$ cat src/rtl/hdmi_line_pkg.sv
// Shared constants and state encoding for the HDMI 720p line buffer scanout path.
package hdmi_line_pkg;
  localparam int LINE_PIXELS_720P = 1280;
  localparam int BANK_OFFSET      = 2048;
  localparam int ADDR_WIDTH       = 12;
  localparam int FIFO_DEPTH       = 4;

  typedef enum logic [1:0] {
    ST_IDLE   = 2'd0,
    ST_STREAM = 2'd1,
    ST_DONE   = 2'd2
  } line_state_t;
endpackage

$ cat src/rtl/line_buffer_reader_prefetch_fifo.sv
// 4x8 prefetch FIFO; head is visible combinationally, push and pop may share a cycle.
module prefetch_fifo
  import hdmi_line_pkg::*;
(
  input  logic       clock,
  input  logic       reset,
  input  logic       push,
  input  logic [7:0] push_data,
  input  logic       pop,
  output logic [7:0] head_data,
  output logic [2:0] count
);
  logic [7:0] mem [FIFO_DEPTH];
  logic [1:0] wptr;
  logic [1:0] rptr;
  logic       do_push;
  logic       do_pop;

  always_comb begin
    do_pop  = pop && (count != 3'd0);
    do_push = push && ((count != 3'(FIFO_DEPTH)) || do_pop);
  end

  always_ff @(posedge clock) begin
    if (reset) begin
      wptr  <= 2'd0;
      rptr  <= 2'd0;
      count <= 3'd0;
      for (int i = 0; i < FIFO_DEPTH; i++) mem[i] <= 8'd0;
    end else begin
      if (do_push) begin
        mem[wptr] <= push_data;
        wptr      <= wptr + 2'd1;
      end
      if (do_pop) rptr <= rptr + 2'd1;
      case ({do_push, do_pop})
        2'b10:   count <= count + 3'd1;
        2'b01:   count <= count - 3'd1;
        default: count <= count;
      endcase
    end
  end

  assign head_data = mem[rptr];
endmodule

$ cat src/rtl/line_buffer_reader.sv
// Streams one line from a line-RAM bank to the pixel formatter, hiding the
// one-cycle RAM read latency behind a small prefetch FIFO.
module line_buffer_reader #(
  parameter int LINE_PIXELS = hdmi_line_pkg::LINE_PIXELS_720P,
  parameter int BANK_OFFSET = hdmi_line_pkg::BANK_OFFSET,
  parameter int ADDR_WIDTH  = hdmi_line_pkg::ADDR_WIDTH
) (
  input  logic                  clock,
  input  logic                  reset,
  input  logic                  startLine,
  input  logic                  bankSelect,
  output logic                  busy,
  output logic                  lineDone,
  output logic [ADDR_WIDTH-1:0] ramAddress,
  input  logic [7:0]            ramData,
  output logic [7:0]            pixelData,
  output logic                  pixelValid,
  input  logic                  pixelReady,
  output logic                  pixelLast,
  output logic [1:0]            debugState
);
  import hdmi_line_pkg::*;

  localparam logic [ADDR_WIDTH-1:0] LINE_LEN = ADDR_WIDTH'(LINE_PIXELS);
  localparam logic [ADDR_WIDTH-1:0] LAST_IDX = ADDR_WIDTH'(LINE_PIXELS - 1);

  line_state_t           state;
  logic [ADDR_WIDTH-1:0] base;
  logic [ADDR_WIDTH-1:0] issue_count;
  logic [ADDR_WIDTH-1:0] out_count;
  logic [ADDR_WIDTH-1:0] bank_base;
  // tag[0]: address on ramAddress this cycle; tag[1]: its data on ramData now
  logic [1:0]            tag;
  logic [2:0]            fifo_count;
  logic [2:0]            in_flight;
  logic [2:0]            occupancy;
  logic                  accept;
  logic                  issue;
  logic                  handshake;

  always_comb begin
    bank_base = bankSelect ? ADDR_WIDTH'(BANK_OFFSET) : '0;
    in_flight = {2'b00, tag[0]} + {2'b00, tag[1]};
    occupancy = fifo_count + in_flight;
    accept    = (state == ST_IDLE) && startLine;
    issue     = (state == ST_STREAM) && (issue_count < LINE_LEN) &&
                (occupancy < 3'(FIFO_DEPTH));
    handshake = pixelValid && pixelReady;
  end

  always_ff @(posedge clock) begin
    if (reset) begin
      state       <= ST_IDLE;
      base        <= '0;
      issue_count <= '0;
      out_count   <= '0;
      ramAddress  <= '0;
      tag         <= 2'b00;
    end else begin
      tag <= {tag[0], accept || issue};
      case (state)
        ST_IDLE: begin
          if (startLine) begin
            // the first read goes out on the accepting edge itself
            base        <= bank_base;
            ramAddress  <= bank_base;
            issue_count <= ADDR_WIDTH'(1);
            out_count   <= '0;
            state       <= ST_STREAM;
          end
        end
        ST_STREAM: begin
          if (issue) begin
            ramAddress  <= base + issue_count;
            issue_count <= issue_count + ADDR_WIDTH'(1);
          end
          if (handshake) begin
            out_count <= out_count + ADDR_WIDTH'(1);
            if (pixelLast) state <= ST_DONE;
          end
        end
        ST_DONE: state <= ST_IDLE;
        default: state <= ST_IDLE;
      endcase
    end
  end

  prefetch_fifo u_fifo (
    .clock     (clock),
    .reset     (reset),
    .push      (tag[1]),
    .push_data (ramData),
    .pop       (handshake),
    .head_data (pixelData),
    .count     (fifo_count)
  );

  assign pixelValid = (fifo_count != 3'd0);
  assign pixelLast  = pixelValid && (out_count == LAST_IDX);
  assign busy       = (state != ST_IDLE);
  assign lineDone   = (state == ST_DONE);
  assign debugState = state;
endmodule

$ cat config.mk
export PLATFORM = sky130hd
export DESIGN_NAME = line_buffer_reader
export DESIGN_NICKNAME = d
export VERILOG_FILES = /design/src/rtl/hdmi_line_pkg.sv /design/src/rtl/line_buffer_reader_prefetch_fifo.sv /design/src/rtl/line_buffer_reader.sv
export SDC_FILE = /design/constraint.sdc
export NUM_CORES = 1
export LEC_CHECK = 0
export ABC_AREA = 1
export BUFFER_PORTS_ARGS = -buffer_cell sky130_fd_sc_hd__buf_2
export CORE_MARGIN = 2
export CORE_UTILIZATION = 50
export DETAILED_ROUTE_END_ITERATION = 8
export GPL_TIMING_DRIVEN = 0
export PLACE_DENSITY = 0.68
export SLEW_MARGIN = 20
export SYNTH_ARGS = -nofsm -noshare
export SYNTH_HDL_FRONTEND = slang
export SYNTH_SLANG_ARGS = --single-unit
$ cat constraint.sdc
create_clock -name clock -period 4.9 [get_ports clock]
set_clock_uncertainty 0.05 [all_clocks]
set_input_delay 0.98 -clock clock [delete_from_list [all_inputs] [get_ports clock]]
set_output_delay 0.98 -clock clock [all_outputs]
set_load 0.02 [all_outputs]
After elaboration in Yosys (flattened, before gate mapping)

Memories as Yosys holds them, arrays and structs flattened. A register that Yosys moved wholly into a read port is not among the register bits.
Index checks and enable logic that the tools add are counted.
W data, S select, Z words.

Bits in registers: 59
RAM bits: 32
Memories kept: 1
Bits of input ports: 13
Output and inout port bits: 26

Memory list:

| name       | depth | width | rd ports | clocked after memory_dff | wr ports | RTL line                               | source |
|---|---|---|---|---|---|---|---|
| u_fifo.mem | 4     | 8     | 1        | 1                        | 4        | line_buffer_reader_prefetch_fifo.sv:13 | `logic [7:0] mem [FIFO_DEPTH];` |

Mux-type cells: 25
Order comparisons: 2
Reduce and logical (&&, ||, !) cells: 19
Add/subtract/negate cells: 9
Equal/unequal tests: 10

Operators by type and width:

| kind                    | count |
|---|---|
| $mux W12                | 7 |
| $pmux W12 S2            | 3 |
| $add A12 B1 Y12 const B | 2 |
| $add A12 B12 Y12        | 1 |
| $eq A12 B11 Y1 const B  | 1 |
| $lt A12 B11 Y1 const B  | 1 |
| $mux W2                 | 6 |
| $reduce_and A3 Y1       | 3 |
| $mux W8                 | 1 |
| $reduce_or A8 Y1        | 1 |
| $logic_and A1 B1 Y1     | 7 |
| $mux W1                 | 6 |
| $ne A2 B2 Y1 const B    | 3 |
| $pmux W3 S2             | 1 |
| $reduce_bool A2 Y1      | 3 |
| $add A2 B1 Y2 const B   | 2 |
| $eq A2 B1 Y1 const B    | 2 |
| $eq A2 B2 Y1 const B    | 2 |
| $pmux W2 S2             | 1 |
| $add A3 B1 Y3 const B   | 1 |
| $add A3 B2 Y3           | 1 |
| $lt A3 B3 Y1 const B    | 1 |
| $ne A3 B3 Y1 const B    | 1 |
| $reduce_bool A3 Y1      | 1 |
| other kinds (6)         | 7 |

Depth between registers and ports, before layout

Depth after elaboration: 10
Mapped depth: 11
Depth with buffers taken out: 11

Modules after synthesis

A second synthesis with hierarchy kept.

Cells, all modules: 482
Area, all modules: 3885.0 um^2

By module, submodules not included:

| module             | area an instance (um^2) | cells each | sequential area each (um^2) | instances |
|---|---|---|---|---|
| line_buffer_reader | 2044.5                  | 292        | 820.8                       | 1 |
| prefetch_fifo      | 1840.5                  | 190        | 1141.1                      | 1 |

Least setup slack after synthesis

No wires, ideal clock.

Path type: input port to flip-flop
Start point: input pixelReady
End point: memory u_fifo.mem[3][0] (enable)
Slack: 2.553 ns
Stages on the path: 4
Required time: 4.463 ns
Arrival: 1.911 ns
Path through: inv_1 -> nand3_1 -> nand2_1 -> o31ai_1

RTL lines:

| element     | RTL line                               | source |
|---|---|---|
| from (decl) | line_buffer_reader.sv:18               | `input logic pixelReady,` |
| to (decl)   | line_buffer_reader_prefetch_fifo.sv:13 |  |

Worst setup path in the final report

Start point: register out_count[0]
End point: output pixelLast

Cells in the longest elaborated chain, start to end: 2

RTL lines:

| element                | RTL line                 | source |
|---|---|---|
| from (decl)            | line_buffer_reader.sv:30 | `logic [ADDR_WIDTH-1:0] out_count;` |
| from (signal assigned) | line_buffer_reader.sv:78 | `out_count <= out_count + ADDR_WIDTH'(1);` |
| $eq A12 B11 Y1         | line_buffer_reader.sv:99 | `assign pixelLast = pixelValid && (out_count == LAST_IDX);` |
| $logic_and A1 B1 Y1    | line_buffer_reader.sv:99 |  |
| to (decl)              | line_buffer_reader.sv:19 | `output logic pixelLast,` |

No other way between the ends.

==> impl_results.md <==
- EDFF count, synth: 32
- Final Hold Viols: 0
- Synth Net Count: 515
- Synth warnings: 0
- Port buffer count: 38
- Setup TNS: 0 ps
- Largest cells by area after synthesis: dfxtp_1, edfxtp_1, nand2_1
- Initial Util: between 50 and 60%
- Via count: 3406
- DRT antenna net count: 0
- Cts bufs inserted: 9
- Clock Latency Late Sink: about 350 ps
- Crit share post-route: ~60%
- Rows: 31
- Cts hold-fix bufs: 0
- First-pass GRT wire length: roughly 14 mm
- RSZ-0062 raised after global routing: false
- Slowest CP cell: dfxtp_1
- MaxCap Viol Count: 0
- Worst setup SP type: register
- CTS tree: done
- Vias per inst: approximately 5.2
- Max stage delay on crit path: roughly 440 ps
- Post-Syn Area per Cell: 7.72 sq um
- Drt wl/cell: 13.3 um
- Critical path arrival: 1900 ps
- Hpwl dp: roughly 6.0 mm
- Crit-path leading delay family: simple AND/OR/NAND/NOR gates
- Highest clock rate: about 340 MHz
- CP max FO: 6
- H-tree depth: 3
- Worst-Margin Slew: a little under 900 ps
- Vias in the first global route: a little over 3000
- Die area: between 8000 and 9000 sq um
- P&R area growth vs syn: 13.7%
- Reg clk slew, reported paths: 80 ps
- Core ar.: 7330 sq um
- Final min period: roughly 3000 ps
- Top routing layer in use: met4
- Drt first pass iters: 5
- Synth Flop Type: dfxtp_1
- IO Pins: 39
- Share of cells above drive strength 1: 12.9%
- Total GRT Usage: 21.4%
- Netlist Area Pre-Place: 3840 sq um
- Drc violations: 0
- Initial DRC count: between 200 and 300
- DIE WIDTH: slightly above 90 um
- Dpl cells: between 600 and 700
- Buf/Inv on CP: 2
- CTS sink cnt: 82
- Initial antenna violation count: 0
- Crit path kind: reg2out
- Post-synthesis async set-or-reset flop share: 0%
- Outcome: completed
- Final instance count without filler cells: roughly 650
- Max VDD drop: between 200 and 250 uV
- Met2 Routed Length: just under 4 mm
- Cell taking the most area after synthesis: dfxtp_1
- Critical-path cell list: ha_1, nand2_1, nor3_1, nand3_1, inv_1, buf_2
- Overflow after GRT: 0
- Post-synthesis sequential area ratio: around half
- GPL Wtd Cong: a little over 0.8
- HP Class: reg2reg
- Mapped Cells: ~500
- Die height: ~90 um
- Rel. slew slack: a little over two fifths
- Final #Nets: around 560
- Pin count of the biggest net entering global routing: 14
- Final number of setup-violating endpoints: 0
- WP data required: 3870 ps
- CTS Root Cell: clkbuf_8
- Synth Register Bits: between 80 and 90
- CP endpoint kind: output port
- Final Power: about 1.7 mW
- PostCTS Resize Cnt: 0
- Met1 WL: approximately 4.1 mm
- # diodes: 0
- Synth top area share: 26.0%
- Leak: between 1.5 and 2 nW
- CTS Buffer Depth: 2
- Yosys cell types: 30
- Hold slack: 393 ps
- Routed WL: just under 9 mm
- WL met3: around 470 um
- Final-report max-slew violation count: 0
- # Post-CTS Setup Buffers: 0
- Power Dens Cells: 387 nW/um^2
[logic make-up (layout without fill, tap and decap cells)]
logic type      Yosys count  in the layout  synth area share (%)
flops                    82             82                  51.0
simple gates            271            271                  30.0
buf+inv                  71            125                  7.88
fa+ha+maj                 4              4                  1.50
compound gates           70             70                  9.57
[synth_stat cells (2+ instances only)]
library cell,n
edfxtp_1,32
a21oi_1,24
nand3_2,2
buf_6,3
nor2_2,3
nand3b_1,2
o21bai_1,2
ha_1,3
nand4_1,11
nor3_1,7
nand2_2,3
clkbuf_1,3
clkinv_1,4
dfxtp_1,50
nor2_1,89
o22ai_1,8
o21ai_0,34
nand2_1,116
nand3_1,36
buf_2,4
inv_1,53
[cells in the final DEF (no fill, tap or decap)]
| cell type | netlist | final |
|---|---|---|
| buf_4 | 1 | 1 |
| edfxtp_1 | 32 | 32 |
| clkbuf_8 | 0 | 9 |
| clkinv_2 | 0 | 1 |
| o31ai_2 | 0 | 1 |
| o21bai_1 | 2 | 2 |
| o21ai_1 | 1 | 3 |
| ha_1 | 3 | 3 |
| clkinv_1 | 4 | 7 |
| buf_6 | 3 | 3 |
| nand3b_1 | 2 | 2 |
| inv_6 | 1 | 1 |
| o21ai_0 | 34 | 32 |
| nor2_1 | 89 | 89 |
| inv_2 | 1 | 1 |
| clkbuf_1 | 3 | 3 |
| nand2_1 | 116 | 116 |
| nand3_1 | 36 | 36 |
| nand3_2 | 2 | 2 |
| clkinvlp_4 | 0 | 1 |
| buf_1 | 1 | 1 |
| nor3b_1 | 1 | 1 |
| a21oi_1 | 24 | 24 |
| dfxtp_1 | 50 | 50 |
| bufinv_16 | 0 | 2 |
| fa_1 | 1 | 1 |
| nor2_8 | 1 | 1 |
| nand4_1 | 11 | 11 |
| buf_2 | 4 | 42 |
| nand2_2 | 3 | 3 |
| inv_1 | 53 | 53 |
| nor3_1 | 7 | 7 |
| nor2_2 | 3 | 3 |
| o22ai_1 | 8 | 8 |
[cell type report]
class / instances / area [sq um]
Fill cell: 680 / 2960
Timing Repair Buffer: 38 / 190
Tap cell: 99 / 124
Clock buffer: 9 / 124
Clock inverter: 7 / 83.8
Inverter: 59 / 226
Sequential cell: 82 / 1960
Multi-Input combinational cell: 345 / 1580
Buffer: 12 / 76.3
[final timing paths]
kind,to,start,depth (start not counted),slack (ps)
setup / recovery,pixelLast,out_count[0]$_SDFFE_PP0P_,6,1970
setup reg to reg,u_fifo.mem[0][3]$_SDFFCE_PN0P_,u_fifo.count[1]$_SDFFE_PP0P_,6,2790
hold / removal,ramAddress[1]$_SDFFE_PP0P_,ramAddress[1]$_SDFFE_PP0P_,2,390
hold reg to reg,ramAddress[1]$_SDFFE_PP0P_,ramAddress[1]$_SDFFE_PP0P_,2,390
[routing by layer]
metal  track usage (%)  up-vias
met1              30.4     1546
met5                 0        -
met2              32.5      120
met3              2.71       14
li1                  -     1726
met4              9.85        0
[power breakdown]
group / leakage, nW / total (mW) / internal [mW] / switching, mW
Clock: 0.102 / 0.525 / 0.281 / 0.244
Combinational: 0.998 / 0.382 / 0.117 / 0.265
Sequential: 0.737 / 0.782 / 0.748 / 0.0342
Total: 1.84 / 1.69 / 1.15 / 0.543
[per-stage QoR]
| step | util [%] | worst slack [ps] | instance area (sq um) |
|---|---|---|---|
| after floorplan | - | 2550 | 3840 |
| after global placement | 56.7 | 1890 | 4160 |
| after detailed placement | 56.8 | 2070 | 4160 |
| after CTS | 59.6 | 1960 | 4370 |
| after global routing | 59.6 | 1800 | 4370 |
| final | 59.6 | 1970 | 4370 |
[state kept, by name, summed over array words and instances, names as in the netlist, named ones only]
name / count
base: 1
debugState: 2
issue_count: 12
out_count: 12
ramAddress: 12
tag: 2
u_fifo.count: 3
u_fifo.mem: 32
u_fifo.rptr: 2
u_fifo.wptr: 2
[worst register-to-register path, cell delays in order (launching register included)]
cell and delay, ps:
dfxtp_1 400, nor2_1 90, nand3_1 70, nand2_1 190
nor3_1 240, nand2_1 300, nand2_1 430
(Power assumes the default switching activity.)
